File: config.mk
export PLATFORM = sky130hd
export DESIGN_NAME = calc_loader
export DESIGN_NICKNAME = d
export VERILOG_FILES = /design/src/rtl/calc_pkg.sv /design/src/rtl/calc_timeout.sv /design/src/rtl/calc_loader.sv
export SDC_FILE = /design/constraint.sdc
export NUM_CORES = 1
export LEC_CHECK = 0
export CAP_MARGIN = 20
export CORE_MARGIN = 2
export CORE_UTILIZATION = 30
export DETAILED_ROUTE_END_ITERATION = 7
export PLACE_DENSITY_LB_ADDON = 0.08
export REMOVE_ABC_BUFFERS = 1
export SLEW_MARGIN = 25
export SYNTH_ARGS = -nofsm -noshare
export SYNTH_HDL_FRONTEND = slang
export SYNTH_SLANG_ARGS = --single-unit
File: constraint.sdc
create_clock -name clock_i -period 1.65 [get_ports clock_i]
set_input_delay 0.495 -clock clock_i [delete_from_list [all_inputs] [get_ports clock_i]]
set_output_delay 0.495 -clock clock_i [all_outputs]
set_load 0.03 [all_outputs]
File: src/rtl/calc_pkg.sv
// calc_pkg: definitions shared by the operand loader, the control FSM and the ALU.
//   FCT_W          width of a function code
//   ADD..CMP       function-code values
//   loader_state_e operand-loader frame state
package calc_pkg;

    localparam int unsigned FCT_W = 3;

    localparam logic [FCT_W-1:0] ADD = 3'd0;
    localparam logic [FCT_W-1:0] SUB = 3'd1;
    localparam logic [FCT_W-1:0] AND = 3'd2;
    localparam logic [FCT_W-1:0] OR  = 3'd3;
    localparam logic [FCT_W-1:0] XOR = 3'd4;
    localparam logic [FCT_W-1:0] CMP = 3'd5;

    typedef enum logic [2:0] {
        StLoadA,
        StLoadB,
        StLoadFct,
        StIssue,
        StWaitDone
    } loader_state_e;

endpackage

File: src/rtl/calc_timeout.sv
// calc_timeout: wait-cycle counter for the operand loader.
//   clock_i    clock, rising edge
//   reset_i    asynchronous active-high reset
//   clear_i    force the count back to zero (has priority over enable_i)
//   enable_i   advance the count by one this cycle
//   expired_o  count has reached TIMEOUT-1
module calc_timeout #(
    parameter int unsigned TIMEOUT = 64
) (
    input  logic clock_i,
    input  logic reset_i,
    input  logic clear_i,
    input  logic enable_i,
    output logic expired_o
);

    localparam int unsigned CntW = (TIMEOUT > 1) ? $clog2(TIMEOUT) : 1;
    localparam logic [CntW-1:0] Last = CntW'(TIMEOUT - 1);

    logic [CntW-1:0] count_q, count_d;

    // Saturate at Last so the count never wraps if the caller lingers.
    always_comb begin
        count_d = count_q;
        if (clear_i) begin
            count_d = '0;
        end else if (enable_i && (count_q != Last)) begin
            count_d = count_q + 1'b1;
        end
    end

    always_ff @(posedge clock_i or posedge reset_i) begin
        if (reset_i) begin
            count_q <= '0;
        end else begin
            count_q <= count_d;
        end
    end

    assign expired_o = (count_q == Last);

endmodule

File: src/rtl/calc_loader.sv
// calc_loader: collects a three-word frame (operand A, operand B, function code)
// and hands it to the downstream control FSM.
//   clock_i    clock, rising edge
//   reset_i    asynchronous active-high reset
//   data_i     inbound word (A, B or function code by frame position)
//   valid_i    data_i valid this cycle
//   ready_o    loader accepts data_i this cycle
//   done_i     downstream has finished the current operation
//   a_o, b_o   registered operands
//   fct_o      registered function code
//   start_o    one-cycle operation request
//   error_o    one-cycle pulse, illegal function code (frame dropped)
//   timeout_o  one-cycle pulse, done_i not seen in time
module calc_loader
    import calc_pkg::*;
#(
    parameter int unsigned WIDTH   = 8,
    parameter int unsigned NUM_FCT = 6,
    parameter int unsigned TIMEOUT = 64
) (
    input  logic             clock_i,
    input  logic             reset_i,
    input  logic [WIDTH-1:0] data_i,
    input  logic             valid_i,
    output logic             ready_o,
    input  logic             done_i,
    output logic [WIDTH-1:0] a_o,
    output logic [WIDTH-1:0] b_o,
    output logic [FCT_W-1:0] fct_o,
    output logic             start_o,
    output logic             error_o,
    output logic             timeout_o
);

    // Compare the function code at no less than 32 bits so no upper bit of
    // data_i is lost against NUM_FCT.
    localparam int unsigned CmpW = (WIDTH > 32) ? WIDTH : 32;

    loader_state_e    state_q;
    logic [WIDTH-1:0] a_q, b_q;
    logic [FCT_W-1:0] fct_q;
    logic             ready_q, start_q, error_q, timeout_q;

    logic [CmpW-1:0]  data_ext;
    logic             fct_legal;
    logic             transfer;
    logic             expired;
    logic             wait_active;

    assign data_ext    = CmpW'(data_i);
    assign fct_legal   = (data_ext < CmpW'(NUM_FCT));
    assign transfer    = valid_i & ready_q;
    assign wait_active = (state_q == StWaitDone);

    calc_timeout #(
        .TIMEOUT (TIMEOUT)
    ) u_timeout (
        .clock_i   (clock_i),
        .reset_i   (reset_i),
        .clear_i   (~wait_active),
        .enable_i  (wait_active),
        .expired_o (expired)
    );

    // ready_q is registered from the next state, so it stays low during reset
    // and rises on the first edge after reset is released.
    always_ff @(posedge clock_i or posedge reset_i) begin
        if (reset_i) begin
            state_q   <= StLoadA;
            a_q       <= '0;
            b_q       <= '0;
            fct_q     <= '0;
            ready_q   <= 1'b0;
            start_q   <= 1'b0;
            error_q   <= 1'b0;
            timeout_q <= 1'b0;
        end else begin
            ready_q   <= 1'b1;
            start_q   <= 1'b0;
            error_q   <= 1'b0;
            timeout_q <= 1'b0;
            unique case (state_q)
                StLoadA: begin
                    if (transfer) begin
                        a_q     <= data_i;
                        state_q <= StLoadB;
                    end
                end
                StLoadB: begin
                    if (transfer) begin
                        b_q     <= data_i;
                        state_q <= StLoadFct;
                    end
                end
                StLoadFct: begin
                    if (transfer) begin
                        if (fct_legal) begin
                            fct_q   <= FCT_W'(data_i);
                            state_q <= StIssue;
                            start_q <= 1'b1;
                            ready_q <= 1'b0;
                        end else begin
                            error_q <= 1'b1;
                            state_q <= StLoadA;
                        end
                    end
                end
                StIssue: begin
                    state_q <= StWaitDone;
                    ready_q <= 1'b0;
                end
                StWaitDone: begin
                    // done_i has priority over an expiry in the same cycle.
                    if (done_i) begin
                        state_q <= StLoadA;
                    end else if (expired) begin
                        timeout_q <= 1'b1;
                        state_q   <= StLoadA;
                    end else begin
                        ready_q <= 1'b0;
                    end
                end
                default: begin
                    state_q <= StLoadA;
                end
            endcase
        end
    end

    assign ready_o   = ready_q;
    assign a_o       = a_q;
    assign b_o       = b_q;
    assign fct_o     = fct_q;
    assign start_o   = start_q;
    assign error_o   = error_q;
    assign timeout_o = timeout_q;

endmodule

==> results.txt <==
----------------------------------------------------
[Run status]
  Run status ... finished, final reports clean

[Placement]
  Total instance count after detailed placement ... slightly below 200
  Pre-CTS WS ... -558 ps
  Gpl congestion ... around 0.8
  Input/output buffers ... 34
  Detailed Place HPWL ... 2080 um

[GRT]
  Total routing resource utilization after global routing ... 13.6%
  Largest net degree at the start of global routing ... 33
  Wire length of the first global-routing pass ... between 5000 and 6000 um
  Via count of the first global-routing pass ... ~1.1k
  Overflow left after global routing ... 0
  Initial antenna violation count ... 0

[Clocking]
  Longest Clk Path Bufs ... 2
  Clock-pin slew on the worst setup and hold paths ... 70 ps
  Number of levels in the clock H-tree ... 2
  Total number of clock tree sinks ... 32
  Clock root buffer ... sky130_fd_sc_hd__clkbuf_8
  Clock tree from TritonCTS ... done
  Clock latency of the later-clocked register in the worst-skew pair ... 280 ps
  Number of CTS-inserted buffers ... 5

[STA]
  Setup repair after global routing missed its margin ... no
  Worst slack on hold paths ... between 400 and 500 ps
  Final worst path period share ... 96.4%
  Final worst slack ... ~60 ps
  Finish-stage setup viols ... 0
  Hold Violations, Final ... 0
  Max Transition Viols Final ... 0
  Least-Margin Pin Slew ... approximately 320 ps
  Shortest period the worst path allows ... ~1600 ps
  Rel. slew slack ... about four fifths
  Setup TNS ... 0 ps
  Setup Skew ... between 5 and 6 ps
  Max Clk Rate ... roughly 0.63 GHz

[Synth]
  Yosys synthesis warning count ... 0
  Post-Syn Area ... 1330 um2
  Average cell area after synthesis ... ~13 um2
  Sequential fraction of the synthesis area ... around 60%
  Count of flip-flops with a built-in enable after synthesis ... 0
  Synthesized instance count ... 100
  Number of synthesized register bits ... 32
  Number of distinct library cells after synthesis ... 32
  Post-synth ARST share ... 100%
  Most frequently used flop master after synthesis ... sky130_fd_sc_hd__dfrtp_1

[Setup path]
  Highest cell delay on the worst timing path ... between 200 and 300 ps
  Critical path endpoint category ... flip-flop
  Combined buffer and inverter count along the critical path ... 2
  Critical path data arrival time ... ~1800 ps
  Crit path max-delay family ... simple AND/OR/NAND/NOR gates
  Data required time of the worst path ... between 1500 and 2000 ps
  Crit path launch type ... primary input
  Slowest stage cell on the critical path ... sky130_fd_sc_hd__or2_4
  Worst-path fanout max ... 3
  Path type of the worst setup path ... primary input to flip-flop
  Critical path cell sequence ... clkdlybuf4s15_1 -> nor4_2 -> nand2_1 -> or2_4 -> inv_2 -> mux2_4

[Layout]
  Area overhead of the layout relative to synthesis ... 45.3%
  Non-filler cells, final ... a little over 200
  Commonest non-fill, non-tap cells in the layout ... sky130_fd_sc_hd__dfrtp_1 (31), sky130_fd_sc_hd__dlygate4sd2_1 (25), sky130_fd_sc_hd__mux2_2 (16)
  Share of layout cells above drive strength 1 ... 33.5%
  Most common cell after layout, fill and taps aside ... sky130_fd_sc_hd__dfrtp_1
  Final nets ... roughly 170
  Antenna diode count ... 0

[Power and ir drop]
  Largest voltage drop on the vdd net ... a little under 0.0008 V
  Final total power ... 0.00325 W
  Power density over cell area ... roughly 1700 nW/um2
  Leakage Power ... around 0.96 nW

[Floorplan]
  Vertical die dimension ... 70.5 um
  Starting utilization of the core area ... 30.9%
  Std-Cell Rows ... 24
  Num ports ... 35
  Die ar. ... ~5000 um2
  Floorplan core area ... about 4300 um2
  Width of the die ... 70.5 um

[Route]
  Uppermost routed layer ... met4
  Remaining antenna violation count after routing ... 0
  Met2 routed wirelength ... approximately 1400 um
  Number of vias per cell ... about 4.8
  Total iterations of the first detailed-routing run ... 4
  Drt wl/cell ... 14.2 um
  Number of violations reported at the end of detailed-routing iteration 0 ... between 40 and 50
  Detail Route met3 WL ... 187 um
  Vias post-DR ... a little under 1k
  Metal-1 WL ... between 1000 and 1500 um
  # DRC ... 0
  Final Routed Wirelength ... roughly 2900 um

[Hold path]
  Path type of the worst min-delay path ... primary input to flip-flop

[Flow run]
  # Max-Cap Violations ... 0

----------------------------------------------------
-- power breakdown --
| group | switching (W) | internal, W | leakage [nW] | total (W) |
|---|---|---|---|---|
| combinational | 0.000790 | 0.000624 | 0.503 | 0.00141 |
| sequential | 0.000163 | 0.00105 | 0.403 | 0.00121 |
| clock | 0.000290 | 0.000333 | 0.0510 | 0.000622 |
-- cells by family after synthesis --
group           share of synthesized area, %
compound gates                          6.98
xor+xnor                                1.32
fa+ha+maj                              0.943
buf+inv                                 1.60
flops                                   60.4
mux                                     17.5
simple gates                            11.3
-- repair_timing --
action	4_1_cts	5_1_grt
gates resized for setup	29	10
setup endpoints to repair	37	1
cloned	0	0
pin swaps	3	4
hold buffers	0	0
buffers inserted	0	1
-- final cells by class --
class	instances	area, um2
Clock buffer	6	82.6
Clock inverter	2	10.0
Fill cell	409	2370
Inverter	3	11.3
Multi-Input combinational cell	63	512
Sequential cell	32	802
Tap cell	52	65.1
Timing Repair Buffer	49	444
-- synth_stat cells, types with 2 or more instances --
master                     number  area (um2)
sky130_fd_sc_hd__inv_1          2        7.51
sky130_fd_sc_hd__nor2_1         7        26.3
sky130_fd_sc_hd__nand3_1        3        15.0
sky130_fd_sc_hd__a211oi_1       2        15.0
sky130_fd_sc_hd__nand2_1        4        15.0
sky130_fd_sc_hd__and3_1         2        12.5
sky130_fd_sc_hd__mux2_2        16         180
sky130_fd_sc_hd__mux2_4         2        30.0
sky130_fd_sc_hd__buf_2          2        10.0
sky130_fd_sc_hd__dfrtp_1       32         801
sky130_fd_sc_hd__o21ai_0        2        10.0
sky130_fd_sc_hd__a31oi_1        3        18.8
sky130_fd_sc_hd__a21oi_1        4        20.0
-- worst paths after layout --
| check | startpoint | to | slack (ps) | cells past startpoint |
|---|---|---|---|---|
| max | data_i[4] | fct_o[2]$_DFFE_PP0P_ | 60 | 6 |
| min | data_i[3] | b_o[3]$_DFFE_PP0P_ | 490 | 2 |
| max reg2reg | state_q[0]$_DFFE_PP0P_ | fct_o[2]$_DFFE_PP0P_ | 130 | 5 |
| min reg2reg | state_q[2]$_DFFE_PP0P_ | state_q[1]$_DFFE_PP0P_ | 500 | 1 |
| max in group asynchronous | reset_i | state_q[0]$_DFFE_PP0P_ | 910 | 3 |
| min in group asynchronous | reset_i | u_timeout.count_q[5]$_DFFE_PP0P_ | 550 | 3 |
-- registers in the layout, indices dropped and copies added, names as in the netlist --
name	count
a_o	8
b_o	8
error_o	1
fct_o	3
ready_o	1
start_o	1
state_q	3
timeout_o	1
u_timeout.count_q	6
-- metrics by stage --
step / area, um2 / utilization (%)
finish: 1930 / 44.9
global route: 1930 / 44.9
CTS: 1910 / 44.6
detailed placement: 1850 / 43.1
global placement: 1850 / 43.1
floorplan: 1320 / -
-- per-layer routing --
layer | up-vias | track usage [%]
met1 | 490 | 15.6
met5 | - | 0
met2 | 29 | 22.3
met4 | 0 | 5.98
li1 | 467 | -
met3 | 6 | 5.34
Power figures use the tool's default switching activity.
